$ cat src/rtl/lifo_arbiter_pkg.sv
// Shared definitions for the LIFO front-end arbiter: data width, op encoding
// and the sequencer state type.
package lifo_pkg;

    localparam int DATA_W = 4;

    localparam logic OP_PUSH = 1'b0;
    localparam logic OP_POP  = 1'b1;

    typedef enum logic [1:0] {
        IDLE,
        ISSUE,
        POP_WAIT
    } lifo_arb_state_t;

endpackage

$ cat src/rtl/lifo_arbiter_rr_arb2.sv
// Two-way round-robin arbiter. The pointer names the requester that wins a
// tie and flips to the other side after every granted arbitration.
module rr_arb2 (
    input  logic       Clk,
    input  logic       Rst,
    input  logic [1:0] req,
    input  logic       advance,
    output logic [1:0] win
);

    logic r_ptr;

    always_comb begin
        win = '0;
        if (req == 2'b11)
            win = r_ptr ? 2'b10 : 2'b01;
        else
            win = req;
    end

    // Winner 0 hands priority to 1, winner 1 hands it back to 0.
    always_ff @(posedge Clk) begin
        if (Rst)
            r_ptr <= 1'b0;
        else if (advance && (win != 2'b00))
            r_ptr <= win[0];
    end

endmodule

$ cat src/rtl/lifo_arbiter.sv
// Serialises push/pop requests from two requesters onto a single LIFO stack,
// rejecting push-when-full and pop-when-empty without touching the stack.
module lifo_arbiter #(
    parameter int DATA_W = lifo_pkg::DATA_W
) (
    input  logic              Clk,
    input  logic              Rst,
    input  logic              req0,
    input  logic              req1,
    input  logic              op0,
    input  logic              op1,
    input  logic [DATA_W-1:0] wdata0,
    input  logic [DATA_W-1:0] wdata1,
    output logic              gnt0,
    output logic              gnt1,
    output logic              err0,
    output logic              err1,
    output logic              rvalid0,
    output logic              rvalid1,
    output logic [DATA_W-1:0] rdata0,
    output logic [DATA_W-1:0] rdata1,
    output logic              stk_EN,
    output logic              stk_RW,
    output logic [DATA_W-1:0] stk_dataIn,
    input  logic [DATA_W-1:0] stk_dataOut,
    input  logic              stk_FULL,
    input  logic              stk_EMPTY
);
    import lifo_pkg::*;

    lifo_arb_state_t   r_state;
    logic [1:0]        r_gnt;
    logic [1:0]        r_err;
    logic [1:0]        r_rvalid;
    logic [DATA_W-1:0] r_rdata0;
    logic [DATA_W-1:0] r_rdata1;
    logic              r_en;
    logic              r_rw;
    logic [DATA_W-1:0] r_din;
    logic              r_owner;
    logic              r_pop;

    logic [1:0]        w_win;
    logic              w_grant;
    logic              w_op;
    logic [DATA_W-1:0] w_wdata;
    logic              w_reject;

    rr_arb2 u_rr (
        .Clk     (Clk),
        .Rst     (Rst),
        .req     ({req1, req0}),
        .advance (w_grant),
        .win     (w_win)
    );

    assign w_grant  = (r_state == IDLE) && (w_win != 2'b00);
    assign w_op     = w_win[1] ? op1 : op0;
    assign w_wdata  = w_win[1] ? wdata1 : wdata0;
    assign w_reject = (w_op == OP_POP) ? stk_EMPTY : stk_FULL;

    always_ff @(posedge Clk) begin
        if (Rst) begin
            r_state  <= IDLE;
            r_gnt    <= '0;
            r_err    <= '0;
            r_rvalid <= '0;
            r_rdata0 <= '0;
            r_rdata1 <= '0;
            r_en     <= 1'b0;
            r_rw     <= 1'b0;
            r_din    <= '0;
            r_owner  <= 1'b0;
            r_pop    <= 1'b0;
        end else begin
            r_gnt    <= '0;
            r_err    <= '0;
            r_rvalid <= '0;
            r_en     <= 1'b0;
            r_rw     <= 1'b0;
            r_din    <= '0;
            unique case (r_state)
                IDLE: begin
                    if (w_grant) begin
                        r_gnt   <= w_win;
                        r_owner <= w_win[1];
                        r_pop   <= !w_reject && (w_op == OP_POP);
                        if (w_reject) begin
                            r_err <= w_win;
                        end else begin
                            r_en  <= 1'b1;
                            r_rw  <= w_op;
                            r_din <= (w_op == OP_PUSH) ? w_wdata : '0;
                        end
                        r_state <= ISSUE;
                    end
                end
                ISSUE: begin
                    r_state <= r_pop ? POP_WAIT : IDLE;
                end
                POP_WAIT: begin
                    // Stack output settles the cycle after the pop edge.
                    if (r_owner)
                        r_rdata1 <= stk_dataOut;
                    else
                        r_rdata0 <= stk_dataOut;
                    r_rvalid[r_owner] <= 1'b1;
                    r_state <= IDLE;
                end
                default: r_state <= IDLE;
            endcase
        end
    end

    assign gnt0       = r_gnt[0];
    assign gnt1       = r_gnt[1];
    assign err0       = r_err[0];
    assign err1       = r_err[1];
    assign rvalid0    = r_rvalid[0];
    assign rvalid1    = r_rvalid[1];
    assign rdata0     = r_rdata0;
    assign rdata1     = r_rdata1;
    assign stk_EN     = r_en;
    assign stk_RW     = r_rw;
    assign stk_dataIn = r_din;

endmodule

$ cat config.mk
export PLATFORM = sky130hd
export DESIGN_NAME = lifo_arbiter
export DESIGN_NICKNAME = d
export VERILOG_FILES = /design/src/rtl/lifo_arbiter_pkg.sv /design/src/rtl/lifo_arbiter_rr_arb2.sv /design/src/rtl/lifo_arbiter.sv
export SDC_FILE = /design/constraint.sdc
export NUM_CORES = 1
export LEC_CHECK = 0
export BUFFER_PORTS_ARGS = -buffer_cell sky130_fd_sc_hd__buf_4
export CORE_MARGIN = 8
export CORE_UTILIZATION = 45
export DETAILED_ROUTE_END_ITERATION = 6
export GPL_TIMING_DRIVEN = 0
export HOLD_SLACK_MARGIN = 0.12
export PLACE_DENSITY = 0.74
export SLEW_MARGIN = 15
export SYNTH_ARGS = -nofsm -noshare
export SYNTH_HDL_FRONTEND = slang
export SYNTH_SLANG_ARGS = --single-unit
$ cat constraint.sdc
create_clock -name Clk -period 1.5 [get_ports Clk]
set_clock_uncertainty 0.1 [all_clocks]
set_input_delay 0.075 -clock Clk [delete_from_list [all_inputs] [get_ports Clk]]
set_output_delay 0.075 -clock Clk [all_outputs]
set_load 0.02 [all_outputs]
==> results of run 1 <==
==> area by class of cell <==
class | instances | area, sq um
timing repair buffer | 58 | 483
buffer | 1 | 3.75
fill | 151 | 482
clock buffer | 3 | 22.5
tap | 27 | 33.8
clock inverter | 1 | 7.51
inverter | 1 | 3.75
multi-input combinational | 57 | 425
sequential | 25 | 500
==> flip-flops by register name (all words and copies together), names as in the netlist <==
name        cells
rdata0          4
rdata1          4
stk_dataIn      4
r_err           2
r_gnt           2
r_rvalid        2
r_state         2
r_owner         1
r_pop           1
stk_EN          1
stk_RW          1
u_rr.r_ptr      1
==> stage by stage <==
stage	worst slack, ns	utilization (%)	cell area, sq um
after floorplan	0.217	-	933
after detailed placement	0.152	64.2	1260
after CTS	0.113	75.4	1480
after global routing	0.0211	75.4	1480
after global placement	0.171	64.2	1260
final	0.0772	75.4	1480
==> worst max path at each step <==
stage | end | slack [ns] | depth (start not counted)
5_1_grt | stk_dataIn[2] | 0.02 | 4
4_1_cts | stk_dataIn[3] | 0.11 | 4
3_5_place_dp | stk_dataIn[0] | 0.15 | 4
2_1_floorplan | stk_dataIn[0] | 0.22 | 4
3_3_place_gp | stk_dataIn[0] | 0.17 | 4
6_report | stk_dataIn[2] | 0.08 | 4
==> power by group through the flow <==
| stage | Clock [uW] | Combinational (uW) | Sequential, uW |
|---|---|---|---|
| floorplan | 0 | 72.0 | 726 |
| global placement | 0 | 164 | 711 |
| detailed placement | 0 | 167 | 712 |
| CTS | 311 | 207 | 697 |
| global route | 331 | 227 | 700 |
| finish | 304 | 211 | 698 |
==> layer usage <==
| layer | vias up | track usage, % | part of all wire (%) |
|---|---|---|---|
| met5 | - | 0 | 0 |
| met4 | 0 | 9.42 | 2.3 |
| met3 | 4 | 1.46 | 4.4 |
| met2 | 18 | 25.8 | 56 |
| met1 | 367 | 14.0 | 38 |
| li1 | 416 | - | - |
==> placed cells by master, fill, tap and decap left out <==
master and count:
dlygate4sd3_1 19, a22oi_1 1, a21boi_0 1, nand3b_1 1, mux2_4 1, or2_4 1
nand2b_1 3, nand2b_2 1, buf_4 39, nor3_1 4, o32ai_1 1, nand2_1 4
and3_1 1, nor2_1 11, o21ai_2 1, clkbuf_1 1, mux2i_1 13, nor3b_4 1
nor2b_1 1, inv_1 1, nand2_4 1, and3_2 1, a21o_1 2, o21a_1 1
clkbuf_4 3, nor3_2 5, dfxtp_1 25, clkinvlp_4 1, a21oi_1 1
==> logic make-up (layout without fill, tap and decap cells) <==
family | count (synthesis) | in the layout
compound gates | 8 | 8
mux | 14 | 14
flops | 25 | 25
buf+inv | 2 | 64
simple gates | 35 | 35
==> critical path, delay by kind of cell (launching register included) <==
family / cells / cell delay, ns
AND/OR/NAND/NOR: 3 / 0.71
flip-flops: 1 / 0.39
AO/OA/AOI/OAI: 1 / 0.14
==> flow_summary.json, run 1 <==
{
  "finalHoldViolations": 0,
  "clk_pin_slew_ns": 0.14,
  "portBuffers": 39,
  "switchingPower_uw": 309,
  "tns_ns": 0,
  "powerDensity_nw_per_um2": 819,
  "p_comb_share_pct": 17.4,
  "leakagePower_uw": 0.000703,
  "crit_start": "r_state[0]",
  "grt_overflow_total": 0,
  "clockBufferDepth": 2,
  "startpoint_type": "flip-flop",
  "syn_nets": 104,
  "finalNonFillerCells": 173,
  "cp.arrival_ns": 1.57,
  "die_w_um": 61.5,
  "r2r-end": "stk_dataIn[2]",
  "swShare_pct": 25.5,
  "ys_ff_latch": 25,
  "die_area_sq_um": 3790,
  "crit_type": "reg -> reg",
  "antenna_cells": 0,
  "slew_headroom_pct": 71.8,
  "viasPerCell": 4.65,
  "min_from": "r_pop",
  "clock-sinks": 25,
  "p_int_uw": 903,
  "grt_antenna_before_repair": 0,
  "ant_nets": 0,
  "cts_tree": "yes",
  "min_path_type": "reg -> reg",
  "yosysUniqueCellTypes": 25,
  "p_seq_share_pct": 57.5,
  "synth.most_common_cell": "dfxtp_1",
  "synthMuxAreaShare_pct": 15.5,
  "synthXorXnorAreaFrac_pct": 0,
  "cts_inserted_buffers": 3,
  "yosysWarnings": 0,
  "synth-simple-area-share_pct": 23.6,
  "synth_compound_area_share_pct": 6.43,
  "initial_utilization_pct": 47.6,
  "synth_top_family_by_area": "simple AND/OR/NAND/NOR gates",
  "setup_viol": 0,
  "synth_flop_cell": "dfxtp_1",
  "hold_ws_ns": 0.359,
  "hpwlAfterDp_um": 1620,
  "wl_um": 2480,
  "grt_pass1_vias": 804,
  "synth-edff-count": 0,
  "cts_resized": 0,
  "drt-initial-drc-count": 12,
  "critPathMaxFanout": 5,
  "grt_util_all_layers_pct": 13.9,
  "ys_seq_area_share_pct": 53.6,
  "critPathRequiredTime_ns": 1.65,
  "grt_max_degree": 16,
  "ir_worst_vdd_mv": 0.826,
  "drc": 0,
  "status": "finished clean",
  "yosys.area.top_type": "dfxtp_1",
  "pwr-share-clk_pct": 25.1,
  "slew_violations": 0,
  "hold_end": "r_state[1]",
  "slowest_delay_ns": 0.39,
  "netlist_top_cells_count": "dfxtp_1, mux2i_1, nor2_1",
  "worstMarginPinSlew_ns": 0.423,
  "max_freq_mhz": 703,
  "holdBufCountCts": 19,
  "grt_setup_unrepaired": "no",
  "power_uw": 1210,
  "syn_area_per_cell_sq_um": 11.1,
  "reg2reg_slack_ns": 0.08,
  "whs_path_depth": 2,
  "fp.coreArea_sq_um": 1960,
  "cts_setup_buffers": 0,
  "area_delta_synth_final_pct": 58.6,
  "yosys.area.top_type_share_pct": 53.6,
  "path_cells": "nor3_2, o21ai_2, or2_4, nor3_2",
  "worstSetupEndpointType": "flip-flop",
  "clock-root-buffer": "clkbuf_4",
  "cp_common_cell": "nor3_2",
  "layout-drive-gt1-share_pct": 37.7,
  "wl_per_cell_um": 14.3,
  "htree_levels": 1,
  "layout_min_cycle_time_ns": 1.42,
  "async_flop_share_pct": 0,
  "synth_fa_ha_area_share_pct": 0,
  "vias": 805,
  "gp_congestion": 0.743,
  "rr_worst_depth": 4,
  "placedCellCount": 150,
  "drtPass1Iterations": 4,
  "clock_latency_ns": 0.32,
  "period_share_pct": 94.9,
  "rr_startpoint": "r_state[0]",
  "synthTopCellsByArea": "dfxtp_1, mux2i_1, nor3_2, nor2_1, nor3_1",
  "final_nets": 167,
  "critPathSlowestCell": "dfxtp_1",
  "maxCapViolations": 0,
  "grt_pass1_wl_um": 3760,
  "rows": 16,
  "syn_area_sq_um": 933,
  "io_pins": 40,
  "syn_inst": 84,
  "fp.dieH_um": 61.5
}
(Power assumes the default switching activity.)
==> inputs of run 2 (changes only) <==
Settings changed: GPL_TIMING_DRIVEN 0 to unset.
==> flow_summary.json, run 2 (synthesis gave the netlist of run 1 again) <==
{
  "cts_resized": 0,
  "antenna_cells": 0,
  "slew_headroom_pct": 76.4,
  "vias": 820,
  "clk_pin_slew_ns": 0.14,
  "grt_util_all_layers_pct": 13.0,
  "cts_setup_buffers": 0,
  "final_cell_mix": "buf_4, dfxtp_1, dlygate4sd3_1",
  "dr.max_layer_used": "met4",
  "rr_startpoint": "u_rr.r_ptr",
  "critPathBufInv": 2,
  "max_freq_mhz": 717,
  "hold_end": "r_state[1]",
  "drc": 0,
  "rows": 16,
  "r2r-end": "stk_dataIn[3]",
  "fp.dieH_um": 61.5,
  "portBuffers": 39,
  "clock-sinks": 25,
  "die_w_um": 61.5,
  "viasPerCell": 4.77,
  "status": "finished clean",
  "hpwlAfterDp_um": 1630,
  "critPathSlowestCell": "dlygate4sd3_1",
  "cp.arrival_ns": 1.54,
  "m1WireLength_um": 998,
  "cts_inserted_buffers": 3,
  "dr_wl_met2_um": 1210,
  "wl_met3_um": 101,
  "grt_overflow_total": 0,
  "slowest_delay_ns": 0.55,
  "setup_viol": 0,
  "maxCapViolations": 0,
  "io_pins": 40,
  "fp.coreArea_sq_um": 1960,
  "layout_min_cycle_time_ns": 1.40,
  "grt_pass1_vias": 786,
  "reg2reg_slack_ns": 0.11,
  "finalHoldViolations": 0,
  "die_area_sq_um": 3790,
  "grt_pass1_wl_um": 3650,
  "min_from": "r_pop",
  "clock-root-buffer": "clkbuf_4",
  "path_cells": "dlygate4sd3_1, buf_4, nor3_2, o21ai_2, or2_4, nor3_2",
  "final_core_utilization_pct": 75.3,
  "pre_cts_ws_ns": 0.138,
  "crit_type": "in -> reg",
  "startpoint_type": "input port",
  "clockBufferDepth": 2,
  "period_share_pct": 93.0,
  "grt_antenna_before_repair": 0,
  "fillers": 152,
  "grt_setup_unrepaired": "no",
  "layout-drive-gt1-share_pct": 37.9,
  "critPathMaxFanout": 14,
  "drt-initial-drc-count": 8,
  "area_delta_synth_final_pct": 58.2,
  "worstMarginPinSlew_ns": 0.354,
  "drtPass1Iterations": 2,
  "layout.cells.most_common": "buf_4",
  "cp_common_cell": "nor3_2",
  "hold_ws_ns": 0.384,
  "tns_ns": 0,
  "ant_nets": 0,
  "slew_violations": 0,
  "min_path_type": "reg -> reg",
  "wl_per_cell_um": 13.7,
  "cp_top_family": "buffers and inverters",
  "timing.final.ws_setup_ns": 0.104,
  "whs_path_depth": 2,
  "gp_congestion": 0.742,
  "htree_levels": 1,
  "ir_worst_vdd_mv": 0.677,
  "rr_worst_depth": 4,
  "worstSetupEndpointType": "flip-flop",
  "leakagePower_uw": 0.000702,
  "critPathRequiredTime_ns": 1.65,
  "powerDensity_nw_per_um2": 814,
  "grt_max_degree": 16,
  "initial_utilization_pct": 47.6,
  "final_nets": 166,
  "clock_latency_ns": 0.31,
  "wl_um": 2360,
  "cts_tree": "yes"
}
-- run 2: cell types whose count changed in the layout (fill, tap and decap cells not counted), sizes merged --
| cell | change |
|---|---|
| clkbuf | -1 |
-- run 2: power by group --
part           internal [uW]  switching [uW]
registers                685            13.0
clock network            102             195
logic                    116            90.8
total                    902             299
-- run 2: per-layer routing --
layer / global-route usage [%] / vias up
met5: 0 / -
met4: 7.79 / 0
met3: 1.46 / 4
met2: 22.5 / 18
met1: 14.8 / 379
li1: - / 419
-- run 2: worst max-delay path by stage --
stage,start,end,slack [ns],cells after the start
after floorplan,u_rr.r_ptr,stk_dataIn[0],0.22,4
after global placement,u_rr.r_ptr,stk_dataIn[3],0.18,4
after detailed placement,u_rr.r_ptr,stk_dataIn[3],0.14,4
after CTS,u_rr.r_ptr,stk_dataIn[3],0.11,4
after global routing,Rst,stk_dataIn[3],0.03,6
final,Rst,stk_dataIn[3],0.10,6
-- run 2: per-stage QoR --
| stage | instances | total power, uW | cell area [sq um] |
|---|---|---|---|
| after CTS | 172 | 1210 | 1480 |
| after global routing | 172 | 1250 | 1480 |
| after global placement | 149 | 875 | 1260 |
| after detailed placement | 149 | 879 | 1260 |
| after floorplan | 84 | 798 | 933 |
| final | 172 | 1200 | 1480 |
-- run 2: area by class of cell --
cell class / count / area [sq um] / area share [%]
sequential: 25 / 500 / 33.9
multi-input combinational: 57 / 425 / 28.8
tap: 27 / 33.8 / 2.29
timing repair buffer: 58 / 483 / 32.7
clock buffer: 3 / 22.5 / 1.53
inverter: 1 / 3.75 / 0.254
clock inverter: 1 / 7.51 / 0.508
-- run 2: tightest hold or removal path, stage by stage, from the launching register on --
cell and delay (ns):
dfxtp_1 0.34, nand2_1 0.07, nor3_1 0.05
-- run 2: repair_timing --
item / 4_1_cts / 5_1_grt
hold buffers: 19 / 0
endpoints found under the hold margin: 25 / 0
setup endpoints to repair: 0 / 0
==> inputs of run 3 (changes only) <==
Settings changed: ABC_AREA set to 1, CAP_MARGIN set to 20.
==> flow_summary.json, run 3 <==
{
  "status": "finished clean",
  "layout-drive-gt1-share_pct": 32.0,
  "final_nets": 193,
  "area_delta_synth_final_pct": 55.6,
  "yosysUniqueCellTypes": 20,
  "clock-root-buffer": "clkbuf_4",
  "finalHoldViolations": 0,
  "clock_latency_ns": 0.30,
  "critPathRequiredTime_ns": 1.65,
  "cp.arrival_ns": 1.45,
  "synth-simple-area-share_pct": 24.3,
  "syn_inst": 112,
  "cts_inserted_buffers": 3,
  "layout.cells.most_common": "buf_4",
  "leakagePower_uw": 0.000699,
  "final_area_sq_um": 1470,
  "setup_viol": 0,
  "critPathMaxFanout": 11,
  "die_w_um": 61.8,
  "initial_utilization_pct": 48.1,
  "synthMuxAreaShare_pct": 0,
  "viasPerCell": 4.60,
  "register_area_sq_um": 500,
  "cts_tree": "yes",
  "netlist_top_cells_count": "dfxtp_1, inv_1, nand3_1, nor2_1",
  "syn_nets": 132,
  "syn_area_sq_um": 943,
  "placed_area_sq_um": 1250,
  "min_path_type": "reg -> reg",
  "grt_max_degree": 14,
  "maxCapViolations": 0,
  "yosysWarnings": 0,
  "yosys.area.top_type_share_pct": 53.1,
  "drtPass1Iterations": 5,
  "drc": 0,
  "synth_top_family_by_area": "simple AND/OR/NAND/NOR gates",
  "synthTopCellsByArea": "dfxtp_1, inv_1, nand3_1, a21oi_1, o21ai_0",
  "synth_compound_area_share_pct": 11.9,
  "synthXorXnorAreaFrac_pct": 0,
  "grt_util_all_layers_pct": 13.5,
  "synth-edff-count": 0,
  "final_cell_mix": "buf_4, dfxtp_1, inv_1",
  "syn_area_per_cell_sq_um": 8.42,
  "wl_per_cell_um": 11.8,
  "die_area_sq_um": 3820,
  "yosys.area.top_type": "dfxtp_1",
  "clockBufferDepth": 2,
  "rows": 16,
  "synth_fa_ha_area_share_pct": 0,
  "grt_pass1_wl_um": 3910,
  "drt-initial-drc-count": 12,
  "fp.dieH_um": 61.8,
  "max_freq_mhz": 768,
  "antenna_cells": 0,
  "slew_violations": 0,
  "worstSetupEndpointType": "flip-flop",
  "period_share_pct": 86.8,
  "portBuffers": 39,
  "powerDensity_nw_per_um2": 811,
  "multi_input_area_sq_um": 342,
  "wl_um": 2350,
  "htree_levels": 1,
  "fillers": 159,
  "vias": 915,
  "io_pins": 40,
  "gp_congestion": 0.893,
  "startpoint_type": "input port",
  "ant_nets": 0,
  "cts_resized": 0,
  "fp.coreArea_sq_um": 1960,
  "synth_flop_cell": "dfxtp_1",
  "ys_seq_area_share_pct": 53.1,
  "synth.most_common_cell": "dfxtp_1",
  "clock-sinks": 25,
  "hpwlAfterDp_um": 1740,
  "grt_pass1_vias": 990,
  "tns_ns": 0,
  "layout_min_cycle_time_ns": 1.30,
  "grt_setup_unrepaired": "no",
  "grt_overflow_total": 0,
  "grt_antenna_before_repair": 0,
  "ir_worst_vdd_mv": 0.553,
  "crit_type": "in -> reg",
  "ys_ff_latch": 25,
  "clk_pin_slew_ns": 0.12,
  "slew_headroom_pct": 79.0,
  "worstMarginPinSlew_ns": 0.314,
  "async_flop_share_pct": 0
}
## run 3: kinds of logic after synthesis
logic type | after synthesis
buffers and inverters | 24
AOI/OAI and AO/OA | 21
DFF | 25
and+or+nand+nor | 42
## run 3: power breakdown
part           switching, uW  total [uW]  internal (uW)  leakage (uW)
combinational            108         217            109      0.000481
clock                    179         282            104     0.0000150
sequential              6.47         690            684      0.000203
## run 3: cell type report
type	count	share of cell area, %
clock buffers	4	1.79
flip-flops and latches	25	34.1
repair buffers	58	32.9
multi-input cells	63	23.3
inverters	22	5.63
well taps	27	2.30
## run 3: routing by layer
metal	wire length (um)	track usage, %	part of all wire [%]	vias up
met3	188	3.29	8.0	8
met1	912	12.2	39	397
met5	0	0	0	-
met4	84	9.09	3.6	0
met2	1170	25.8	50	37
li1	-	-	-	473
## run 3: metrics by stage
stage                     std cells  worst slack (ns)  total power, uW  hold WS (ns)  utilization, %
after floorplan                 112             0.403              807        0.0474               -
after global routing            199             0.113             1250         0.387            74.8
after global placement          176             0.351              878         0.192            63.8
after detailed placement        176             0.291              882         0.189            63.8
after CTS                       199             0.208             1200         0.355            74.8
final                           199             0.198             1190         0.352            74.8
## run 3: final timing paths
path / startpoint / endpoint / slack, ns / cells after the start
setup / recovery: Rst / stk_dataIn[0] / 0.20 / 7
hold / removal: rdata1[1] / rdata1[1] / 0.35 / 2
setup reg to reg: u_rr.r_ptr / stk_dataIn[0] / 0.27 / 8
hold reg to reg: rdata1[1] / rdata1[1] / 0.35 / 2
## run 3: what timing repair did
| action | CTS | global route |
|---|---|---|
| setup buffers | 0 | 0 |
| setup endpoints to repair | 0 | 0 |
| hold buffers | 19 | 0 |
| endpoints found under the hold margin | 24 | 0 |
## run 3: worst max-delay path, stage by stage
cell and delay [ns]:
dlygate4sd3_1 0.56, buf_4 0.16, inv_1 0.21, nand3_1 0.16
nor2_2 0.12, nand2_2 0.08, nor2_1 0.09
